`src/rtl/timer_sequencer.sv`:
```
// rtl/timer_sequencer.sv - programmable interval timer: prescaled up-count to a captured terminal value
module timer_sequencer #(
    parameter int WIDTH      = 16,
    parameter int PRESCALE_W = 8
) (
    input  logic                  clk,
    input  logic                  reset,
    input  logic                  start,
    input  logic                  stop,
    input  logic                  periodic,
    input  logic [WIDTH-1:0]      term_val,
    input  logic [PRESCALE_W-1:0] prescale,
    output logic [WIDTH-1:0]      count,
    output logic                  busy,
    output logic                  done,
    output logic [7:0]            expiries
);

    typedef enum logic {
        ST_IDLE = 1'b0,
        ST_RUN  = 1'b1
    } state_t;

    localparam logic [WIDTH-1:0]      CNT_ONE = WIDTH'(1);
    localparam logic [PRESCALE_W-1:0] PSC_ONE = PRESCALE_W'(1);
    localparam logic [7:0]            EXP_MAX = 8'hFF;

    state_t                  state_q,   state_d;
    logic [WIDTH-1:0]        count_q,   count_d;
    logic [PRESCALE_W-1:0]   psc_cnt_q, psc_cnt_d;
    logic [WIDTH-1:0]        term_sh_q, term_sh_d;
    logic [PRESCALE_W-1:0]   psc_sh_q,  psc_sh_d;
    logic                    per_sh_q,  per_sh_d;
    logic                    done_q,    done_d;
    logic [7:0]              exp_q,     exp_d;

    logic                    tick;
    logic                    at_term;

    // A tick fires on the cycle the prescale counter reaches the captured divisor.
    assign tick    = (psc_cnt_q == psc_sh_q);
    assign at_term = (count_q == term_sh_q);

    assign count    = count_q;
    assign busy     = (state_q == ST_RUN);
    assign done     = done_q;
    assign expiries = exp_q;

    // Next-state logic: capture on start, advance on ticks, stop overrides terminal handling.
    always_comb begin
        state_d   = state_q;
        count_d   = count_q;
        psc_cnt_d = psc_cnt_q;
        term_sh_d = term_sh_q;
        psc_sh_d  = psc_sh_q;
        per_sh_d  = per_sh_q;
        done_d    = 1'b0;
        exp_d     = exp_q;

        case (state_q)
            ST_IDLE: begin
                // start together with stop is treated as no request at all
                if (start && !stop) begin
                    term_sh_d = term_val;
                    psc_sh_d  = prescale;
                    per_sh_d  = periodic;
                    count_d   = '0;
                    psc_cnt_d = '0;
                    exp_d     = '0;
                    state_d   = ST_RUN;
                end
            end

            ST_RUN: begin
                if (stop) begin
                    // abort freezes count, prescaler and expiries where they are
                    state_d = ST_IDLE;
                end else begin
                    psc_cnt_d = tick ? '0 : (psc_cnt_q + PSC_ONE);
                    if (tick) begin
                        if (!at_term) begin
                            count_d = count_q + CNT_ONE;
                        end else begin
                            done_d = 1'b1;
                            if (exp_q != EXP_MAX) begin
                                exp_d = exp_q + 8'd1;
                            end
                            if (per_sh_q) begin
                                count_d = '0;
                            end else begin
                                // one-shot: leave count parked on the terminal value
                                state_d = ST_IDLE;
                            end
                        end
                    end
                end
            end

            default: begin
                state_d = ST_IDLE;
            end
        endcase
    end

    // State and output registers with synchronous active-high clear.
    always_ff @(posedge clk) begin
        if (reset) begin
            state_q   <= ST_IDLE;
            count_q   <= '0;
            psc_cnt_q <= '0;
            term_sh_q <= '0;
            psc_sh_q  <= '0;
            per_sh_q  <= 1'b0;
            done_q    <= 1'b0;
            exp_q     <= '0;
        end else begin
            state_q   <= state_d;
            count_q   <= count_d;
            psc_cnt_q <= psc_cnt_d;
            term_sh_q <= term_sh_d;
            psc_sh_q  <= psc_sh_d;
            per_sh_q  <= per_sh_d;
            done_q    <= done_d;
            exp_q     <= exp_d;
        end
    end

endmodule

```
`config.mk`:
```
export PLATFORM = sky130hd
export DESIGN_NAME = timer_sequencer
export DESIGN_NICKNAME = d
export VERILOG_FILES = /design/src/rtl/timer_sequencer.sv
export SDC_FILE = /design/constraint.sdc
export NUM_CORES = 1
export LEC_CHECK = 0
export CORE_MARGIN = 4
export CORE_UTILIZATION = 49
export DETAILED_ROUTE_END_ITERATION = 6
export PLACE_DENSITY = 0.85
export SLEW_MARGIN = 0
export SYNTH_ARGS = -nofsm -noshare
export SYNTH_HDL_FRONTEND = slang
export SYNTH_SLANG_ARGS = --single-unit
```
`constraint.sdc`:
```
create_clock -name clk -period 3 [get_ports clk]
set_clock_uncertainty 0.15 [all_clocks]
set_input_delay 0.45 -clock clk [delete_from_list [all_inputs] [get_ports clk]]
set_output_delay 0.45 -clock clk [all_outputs]
set_load 0.005 [all_outputs]
```
* Word level (Yosys, flattened, before mapping) *
Index checks and enable logic that the tools add are counted.

storage, ports and cells
  bits of input ports = 29
  flip-flop bits (word level) = 59
  word-level logic and storage cells = 51

cells by class
  eq/ne operators = 9
  multiplexer cells = 22
  reductions and logical operators = 7
  add/subtract/negate cells = 3
  bitwise operators = 2

operators with widths
  kind                   count
  $mux 16                5
  $mux 8                 7
  $pmux 16 s2            1
  $pmux 8 s2             2
  $add 16x1->16 const B  1
  $add 8x1->8 const B    2
  $eq 16x16->1           1
  $eq 8x8->1             1
  $ne 8x8->1 const B     1
  $mux 1                 6
  $ne 2x1->1 const B     3
  $reduce_and 5->1       1
  $ne 2x2->1 const B     2
  $reduce_and 2->1       2
  $reduce_and 4->1       1
  $reduce_or 4->1        1
  $ne 3x3->1 const B     1
  $not 1->1              2
  $pmux 1 s2             1
  $logic_and 1x1->1      1
  $logic_not 1->1        1

* Logic depth before layout (Yosys ltp) *
Gate-level depths: netlist (run 1).

  depth in word-level cells = 6
  depth in mapped cells = 9

* Worst setup path after synthesis (run 1) *
OpenSTA, ideal clock, no wires.

  kind = flip-flop to flip-flop
  from = register psc_cnt_q[0]
  to = register count_q[7] (netlist: count[7])
  library setup time = 73 ps
  path buffers = 1
  data arrival time = 2035 ps
  cell stages (with the launch flop) = 8
  setup slack = 742 ps
  data required time = 2777 ps
  path through = dfxtp_1 > xnor2_1 > nand4_1 > or2_4 > or4_1 > buf_2 > or4_4 > o211ai_2

on the way
  word-level cells in the longest chain between the ends = 3

ends and longest elaborated chain
  element                            line  text
  start, declared                    30    logic [PRESCALE_W-1:0] psc_cnt_q, psc_cnt_d;
  start signal, assigned             119   psc_cnt_q <= psc_cnt_d;
  $eq 8x8->1                         41    assign tick = (psc_cnt_q == psc_sh_q);
  $ne 2x1->1 (no source line)        n/a
  $reduce_and 4->1 (no source line)  n/a
  end signal, assigned               118   count_q <= count_d;
  end, declared                      29    logic [WIDTH-1:0] count_q, count_d;

Every way passes these cells.
A chain may end at the register's enable or synchronous reset.

* Worst setup path in the final report (run 1) *
Same ends and word-level chain as after synthesis.

==> results of run 1 <==
==> cell type report <==
class | count | area share [%]
Multi-Input combinational cell | 280 | 44.08
Sequential cell | 59 | 31.86
Timing Repair Buffer | 59 | 15.59
Clock buffer | 11 | 3.814
Tap cell | 72 | 2.430
Clock inverter | 5 | 1.417
Inverter | 8 | 0.8100
==> worst max path at each step <==
stage	from	end	slack, ns
floorplan	psc_cnt_q[0]$_SDFFE_PP0P_	count[7]$_SDFFE_PP0P_	0.74
CTS	psc_cnt_q[0]$_SDFFE_PP0P_	count[7]$_SDFFE_PP0P_	0.50
finish	psc_cnt_q[0]$_SDFFE_PP0P_	count[7]$_SDFFE_PP0P_	0.50
global route	psc_cnt_q[0]$_SDFFE_PP0P_	count[7]$_SDFFE_PP0P_	0.35
detailed placement	stop	expiries[6]$_SDFFE_PP0P_	0.38
global placement	stop	count[7]$_SDFFE_PP0P_	0.43
==> layer usage <==
metal  vias up  global-route usage, %  wire length [µm]
li1       1404                      -                 -
met1      1326                  26.34              3143
met2       112                  32.06              3392
met3        17                  4.078               531
met4         0                  11.08               161
met5         -                      0                 0
==> kinds of logic (layout without fill, tap and decap cells) <==
group                      count (synthesis)  after routing
buffers and inverters                     26             83
DFF                                       59             59
AOI/OAI and AO/OA                         91             91
muxes                                      2              2
and+or+nand+nor                          158            158
xor gates and xnor gates                  26             26
adders and majority gates                  3              3
==> power by group through the flow <==
stage / Clock, mW / Combinational (mW) / Sequential, mW
2_1_floorplan: 0 / 0.117 / 0.831
3_3_place_gp: 0 / 0.184 / 0.836
3_5_place_dp: 0 / 0.187 / 0.837
4_1_cts: 0.721 / 0.189 / 0.819
5_1_grt: 0.762 / 0.209 / 0.821
6_report: 0.714 / 0.189 / 0.819
==> cells in the final DEF (no fill, tap or decap), types with 3 or more instances in the layout <==
cell type	instances
a21oi_1	45
nand3_1	20
nor3_1	5
a2bb2oi_1	8
nor2_1	17
clkdlybuf4s50_1	54
and3_1	6
nor2b_1	5
nand2_1	70
clkbuf_8	10
clkinv_2	3
inv_1	7
buf_4	5
nand4_1	10
nor4_1	3
a41oi_1	3
xnor2_1	26
o21ai_0	12
or3_1	4
a31oi_1	4
ha_1	3
dfxtp_1	59
==> sequential cells by signal, summed over array words and instances, names as in the netlist <==
| signal | cells |
|---|---|
| per_sh_q | 1 |
| term_sh_q | 16 |
| psc_sh_q | 8 |
| count | 16 |
| busy | 1 |
| expiries | 8 |
| psc_cnt_q | 8 |
| done | 1 |
==> cell usage after synthesis (all sizes together) (2+ instances only) <==
master	n
a21boi	2
a21oi	45
a2bb2oi	8
a31oi	4
a41oi	3
and3	6
buf	4
clkbuf	14
dfxtp	59
ha	3
inv	7
mux2i	2
nand2	70
nand2b	2
nand3	20
nand4	10
nand4b	2
nor2	17
nor2b	5
nor3	6
nor3b	3
nor4	4
o21a	2
o21ai	12
o21bai	2
o32ai	2
or2	3
or3	4
or3b	2
or4	2
xnor2	26
==> worst max-delay path, stage by stage, from the launching register on <==
cell and delay, ns:
dfxtp_1 0.42, xnor2_1 0.14, nand4_1 0.22, or2_4 0.33
or4_1 0.63, or4_4 0.46, o211ai_2 0.07
==> through the flow <==
stage                     power [mW]  std cells  setup slack (ns)
after floorplan               0.9486        365            0.7422
after detailed placement       1.024        478            0.3777
after CTS                      1.730        494            0.5032
after global placement         1.020        478            0.4312
final                          1.723        494            0.5043
after global routing           1.792        494            0.3544
==> metrics, run 1 <==
status=complete, no violations; crit path kind=reg2reg; DRC violations left=0; cell count after synthesis=365; Mapped Nets=397; final wirelength=7228 µm; DP HPWL=5185 µm; first-pass GRT wire length=11960 µm; EDFF count, synth=0; number of vias per cell=5.787; fin crit share=83.19%; H-tree levels=3; Synth Flop Type=dfxtp_1; CP Data Arrival Time=2.62 ns; worst-path fanout max=8; core area=5642 µm²; sw frac=25.06%; top cell type's share of synthesized area=40.65%; area grow syn2layout=27.61%; CP Launch Type=flip-flop; routed length per placed instance=14.63 µm; post-synthesis compound-gate area fraction=19.60%; CTS tree=built; pin slew with the least headroom to its limit=0.6715 ns; Die Area=7225 µm²; post-route setup TNS=0 ns; worst skew pair latency=0.34 ns; initial antenna violation count=0; Hold Vio Cnt, Final=0; RR Endpoint=count[7]$_SDFFE_PP0P_; initial DRC count=202; peak supply drop=0.3493 mV; MaxCap Viol Count=0; antenna viol nets, final=0; chip width=85 µm; logic gate share of total power=11.0%; Post-synth ARST share=0%; number of buffers added on ports=54; Final min period=2.496 ns; Final Slew Violations=0; sequential share of power=47.6%; R2R Setup Slk=0.50 ns; Critical Path Sink Type=flip-flop; WHS Path Cells=2; GP Congestion=0.8752; hold path startpoint=psc_sh_q[6]$_SDFFE_PP0P_; combinational family with the most area after synthesis=simple AND/OR/NAND/NOR gates; setup bufs post-CTS=0; Final Util=65.71%; final instance area=3707 µm²; detailed-router iteration count before antenna repair=4; Rel. slew slack=54.76%; Hold EP=psc_sh_q[6]$_SDFFE_PP0P_; Mean Syn Cell Area=7.960 µm²; post-synthesis xor/xnor area fraction=7.838%; cell taking the most area after synthesis=dfxtp_1; number of diodes=0; largest net degree at the start of global routing=40; worst hold margin=0.3170 ns; multi-input logic area=1634 µm²; Synth Area in Adders=1.292%; gr usage total=20.46%; CP required=3.12 ns; Simple-Gate Fraction of Synth Area=26.44%; Mapped Area=2905 µm²; CTS buffer count=9; Clock Path Buffers=2; Leak=1.223 nW; Nets=449; Clock transition at path regs=0.07 ns; Die Y=85 µm; reg2reg start=psc_cnt_q[0]$_SDFFE_PP0P_; Yosys cell types=49; clock share of power=41.5%; Psw=0.4318 mW; dominant cells by area after synthesis=dfxtp_1 (41%), nand2_1 (9.0%), xnor2_1 (7.8%), a21oi_1 (7.8%), nand3_1 (3.4%); Power per Cell Area=464.8 nW/µm²; post-synthesis mux area share=0.6891%; Root Buffer=clkbuf_8; row count=27; YS warnings=0; io pins=55; # fillers=467; Worst Hold Class=reg2reg; Post-DP Area=3513 µm²; CTS Sinks=59; r2r worst-path depth=6; vias in the first global route=2567; routed vias=2859; PostCTS Resize Cnt=0; post-synthesis register bit count=59; Fmax=400.7 MHz; Pint=1.291 mW; Final setup viols=0; RSZ-0062 raised after global routing=no; CTS hold repair buffers=0; sequential cell area=1181 µm²; sequential fraction of the synthesis area=40.65%; starting density of the core=51.50%; gr ovfl total=0; share of cells above drive strength 1=7.583%
(Power assumes the default switching activity.)
==> run 2: changes to the inputs <==
==> constraint.sdc (replaced) <==
create_clock -name clk -period 2.4 [get_ports clk]
set_clock_uncertainty 0.15 [all_clocks]
set_input_delay 0.36 -clock clk [delete_from_list [all_inputs] [get_ports clk]]
set_output_delay 0.36 -clock clk [all_outputs]
set_load 0.005 [all_outputs]
==> run 2 against run 1 <==
  * Critical path depth up 1
  * Design area up 5.7%
  * Routed wire length up 9.6%
  * Clock-buffer cell count up 4
  * Utilization up 3.7 points
  * Via count up 5.0%
  * Sequential share of layout area down 1.7 points
==> metrics, run 2 (synthesized netlist as in run 1, its figures left out) <==
status=complete, no violations; DP HPWL=5623 µm; core area=5642 µm²; setup bufs post-CTS=0; Top delay family on crit path=simple AND/OR/NAND/NOR gates; Clock Path Buffers=2; CP Launch Type=flip-flop; gr ovfl total=0; CP max stage cell=or4_1; Final setup viols=0; initial DRC count=308; number of diodes=0; starting density of the core=51.50%; largest net degree at the start of global routing=37; first-pass GRT wire length=12570 µm; GP Congestion=0.9501; Final min period=2.319 ns; CP Data Arrival Time=2.43 ns; Die Y=85 µm; H-tree levels=3; reg2reg start=psc_cnt_q[6]$_SDFFE_PP0P_; Setup Slack @ Placement=0.07512 ns; hold path startpoint=term_sh_q[13]$_SDFFE_PP0P_; DRC violations left=0; area grow syn2layout=34.88%; routed vias=3003; sequential cell area=1184 µm²; most frequent cells in the layout=nand2_1 (70), dfxtp_1 (57), clkdlybuf4s50_1 (54), a21oi_1 (44), buf_4 (30); Die Area=7225 µm²; Leak=1.358 nW; number of vias per cell=5.786; Clock transition at path regs=0.07 ns; Worst Path Buf+Inv=1; Hold Vio Cnt, Final=0; fin crit share=96.64%; Power per Cell Area=572.8 nW/µm²; # fillers=464; CP required=2.52 ns; CTS tree=built; CTS Sinks=59; multi-input logic area=1643 µm²; Setup crit start=psc_cnt_q[6]$_SDFFE_PP0P_; antenna viol nets, final=0; pin slew with the least headroom to its limit=0.7213 ns; Nets=474; chip width=85 µm; RSZ-0062 raised after global routing=no; row count=27; crit-path cells=xnor2_1 > nand4_1 > or2_4 > or4_1 > buf_4 > nor3_1 > a2bb2oi_1; MaxCap Viol Count=0; gr usage total=21.37%; commonest non-fill, non-tap cell in the layout=nand2_1; crit path kind=reg2reg; initial antenna violation count=0; io pins=55; Critical Path Max Stage Delay=0.53 ns; routed length per placed instance=15.27 µm; Critical Path Sink Type=flip-flop; share of cells above drive strength 1=13.20%; final worst setup slack=0.08058 ns; Fmax=431.1 MHz; vias in the first global route=2733; Root Buffer=clkbuf_8; number of buffers added on ports=54; CTS buffer count=9; Rel. slew slack=51.40%; post-route setup TNS=0 ns; Worst Hold Class=reg2reg; worst-path fanout max=6; final wirelength=7924 µm; Final Slew Violations=0; worst skew pair latency=0.34 ns; detailed-router iteration count before antenna repair=5; peak supply drop=0.3927 mV
[run 2: where the power goes]
part           switching, mW  internal [mW]
Combinational          0.138          0.129
Sequential            0.0190           1.00
Clock                  0.388          0.567
Total                  0.545           1.70
[run 2: layout make-up]
cell class | instances | area share (%)
clock buffers | 15 | 4.502
clock inverters | 1 | 0.7663
inverters | 8 | 0.7663
multi-input cells | 280 | 41.92
flip-flops and latches | 59 | 30.20
well taps | 72 | 2.299
repair buffers | 84 | 19.54
[run 2: through the flow]
step                      total power [mW]  instance area (µm²)  cells  utilization [%]  hold slack (ns)
after global placement               1.299                 3701    503            65.60           0.3073
after CTS                            2.243                 3908    519            69.26           0.3202
after global routing                 2.316                 3919    519            69.46           0.3377
after floorplan                      1.186                 2905    365                -           0.2988
after detailed placement             1.305                 3701    503            65.60           0.3114
final                                2.245                 3919    519            69.46           0.3196
[run 2: final timing paths]
check	cells after the start	slack [ns]	endpoint
setup / recovery	7	0.08	count[12]$_SDFFE_PP0P_
hold / removal	2	0.32	term_sh_q[13]$_SDFFE_PP0P_
setup reg to reg	7	0.08	count[12]$_SDFFE_PP0P_
hold reg to reg	2	0.32	term_sh_q[13]$_SDFFE_PP0P_
[run 2: worst min-delay path, stage by stage (launching register included)]
cell and delay, ns:
dfxtp_1 0.32, nand2_1 0.05, a21oi_1 0.05
[run 2: per-layer routing]
metal  routed length [µm]  track usage (%)
met4                  188            8.489
met1                 3437            27.31
met3                  631            5.825
met2                 3667            34.11
met5                    0                0
[run 2: timing repair]
action | CTS | global route
hold buffers | 0 | 0
endpoints found under the setup margin | 0 | 6
resized for setup | 0 | 4
==> RTL edit: new RTL, config.mk and constraints of run 2 <==
Take the reset off `term_sh_q` and `psc_sh_q` and load them in a clocked block of their own.
--- a/src/rtl/timer_sequencer.sv
+++ b/src/rtl/timer_sequencer.sv
@@ -110,4 +110,2 @@
             psc_cnt_q <= '0;
-            term_sh_q <= '0;
-            psc_sh_q  <= '0;
             per_sh_q  <= 1'b0;
@@ -119,4 +117,2 @@
             psc_cnt_q <= psc_cnt_d;
-            term_sh_q <= term_sh_d;
-            psc_sh_q  <= psc_sh_d;
             per_sh_q  <= per_sh_d;
@@ -127,2 +123,7 @@
 
+    always_ff @(posedge clk) begin
+        term_sh_q <= term_sh_d;
+        psc_sh_q  <= psc_sh_d;
+    end
+
 endmodule
Function: no difference found for any inputs over 10 cycles, from zero or initial values and one cycle with reset high; that may be too few to reach the edited logic, so the function may still have changed.
==> RTL edit against run 2 <==
The run now ends with design-rule violations left. Highest routed layer unchanged. Sequential cell count unchanged. Largest power group unchanged. Critical endpoint is now count[14]$_SDFFE_PP0P_. Area after synthesis increased by 0.22%. Final area down 0.45%. Clock power fell by 23%. Routed wire length fell by 5.5%. Largest cell class is now flip-flops and latches. Power down 9.7%. Setup slack gained 0.0096 ns. Worst hold slack improved by 0.042 ns.
==> RTL edit: results (changes against run 2) <==
stage,metric,value,unit,change
run_status,status,"finished, violations left",,
run_status,violations,design-rule violations,,
grt,first_global_vias,2674,,-2.2%
min_path,min_to,psc_cnt_q[7]$_SDFFE_PP0P_,,
placement,hpwlAfterDp,5460,um,-2.9%
critical_path,reg2reg_to,count[14]$_SDFFE_PP0P_,,
cells_and_area,fillCellCount,407,,-12%
yosys,ys_async_sr_fraction,0,%,unchanged
drt,drc_errors,1,,+1
drt,vias,2669,,-11%
yosys,synthTopCellsByArea,"edfxtp_1 25%, dfxtp_1 24%, xnor2_1 5.1%",,
critical_path,r2r_start,count[0]$_SDFFE_PP0P_,,
grt,grt_pass1_wl,12700,um,+1.0%
yosys,seq_area_frac_synth,48.8,%,+8.2 points
cells_and_area,stdcell_count,445,,-14%
yosys,synth_nets,318,,-20%
min_path,whs_path_depth,1,,-1
yosys,synth_edf_count,24,,+24
timing,slew_headroom,49.0,%,-2.4 points
yosys,yosysUniqueCellTypes,55,,+12%
drt,initialDrtViolationCount,306,,-0.65%
drt,routed_wirelength,7490,um,-5.5%
placement,gp_congestion,0.843,,-11%
power_and_ir_drop,p_leak,1.37,nW,+0.82%
grt,grt_max_degree,22,,-41%
placement,dpl.cell_count,429,,-15%
drt,drt-pass1-iter-count,7,,+2
yosys,syn_avg_cell_area,10.2,um2,+28%
grt,grt_util_all_layers,21.8,%,+0.45 points
critical_path,arrival,2.39,ns,-0.04 ns
cts,clkTransAtPathRegs,0.07,ns,about the same
min_path,hold_start,psc_cnt_q[7]$_SDFFE_PP0P_,,
cells_and_area,nets,400,,-16%
yosys,synth_common_cells,"35 x dfxtp_1, 24 x edfxtp_1, 21 x nor2_1",,
power_and_ir_drop,peakVddDrop,553,uV,+41%
## RTL edit: changes by cell type in the layout (fill, tap and decap cells not counted), sizes merged, moves of 7 or more
| cell | change |
|---|---|
| a21oi | -34 |
| a2bb2oi | -7 |
| dfxtp | -24 |
| edfxtp | +24 |
| nand2 | -50 |
| xnor2 | -9 |
| xor2 | +8 |
## RTL edit: worst max-delay path by stage
stage	start	endpoint	slack (ns)	cells past startpoint
2_1_floorplan	busy$_SDFF_PP0_	count[10]$_SDFFE_PP0P_	0.07	4
3_3_place_gp	stop	count[13]$_SDFFE_PP0P_	0.14	6
3_5_place_dp	term_sh_q[10]$_DFFE_PP_	count[9]$_SDFFE_PP0P_	0.05	5
4_1_cts	term_sh_q[10]$_DFFE_PP_	count[9]$_SDFFE_PP0P_	0.02	5
5_1_grt	count[0]$_SDFFE_PP0P_	count[14]$_SDFFE_PP0P_	0.006	7
6_report	count[0]$_SDFFE_PP0P_	count[14]$_SDFFE_PP0P_	0.09	7
## RTL edit: layout make-up
type | count | area (um2) | area share [%]
Sequential cell | 59 | 1420 | 36.4
Multi-Input combinational cell | 206 | 1420 | 36.4
Timing Repair Buffer | 86 | 793 | 20.3
Clock buffer | 11 | 131 | 3.37
Tap cell | 72 | 90.1 | 2.31
Clock inverter | 5 | 22.5 | 0.577
Inverter | 6 | 22.5 | 0.577
## RTL edit: stage by stage
stage	cell area, um2	utilization (%)	hold slack [ns]	setup WS (ns)	power, mW
after CTS	3900	69.1	0.367	0.0226	2.04
final	3900	69.2	0.362	0.0902	2.03
after floorplan	2920	-	0.309	0.0740	1.20
after detailed placement	3740	66.4	0.352	0.0537	1.30
after global routing	3900	69.2	0.380	0.00570	2.11
after global placement	3740	66.4	0.346	0.136	1.30
## RTL edit: repair_timing
item                                   4_1_cts  5_1_grt
setup endpoints to repair                    0       10
endpoints found under the hold margin        0        0
gates resized for setup                      0        2
## RTL edit: power breakdown
| part | total (mW) | switching, mW | internal, mW |
|---|---|---|---|
| Sequential | 1.09 | 0.0176 | 1.07 |
| Clock | 0.740 | 0.378 | 0.362 |
| Combinational | 0.198 | 0.0983 | 0.0996 |
| Total | 2.03 | 0.494 | 1.53 |
## RTL edit: logic make-up after synthesis
group | after synthesis | synth area share, %
mux | 4 | 1.38
compound gates | 65 | 17.7
simple gates | 109 | 20.4
buf+inv | 21 | 2.92
flops | 59 | 48.8
xor+xnor | 25 | 7.52
fa+ha+maj | 3 | 1.29
## RTL edit: per-layer routing
| metal | GRT usage, % | up-vias | wire length, um |
|---|---|---|---|
| li1 | - | 1277 | - |
| met1 | 26.0 | 1257 | 2870 |
| met5 | 0 | - | 0 |
| met4 | 6.76 | 0 | 114 |
| met2 | 38.3 | 120 | 3840 |
| met3 | 5.63 | 15 | 654 |
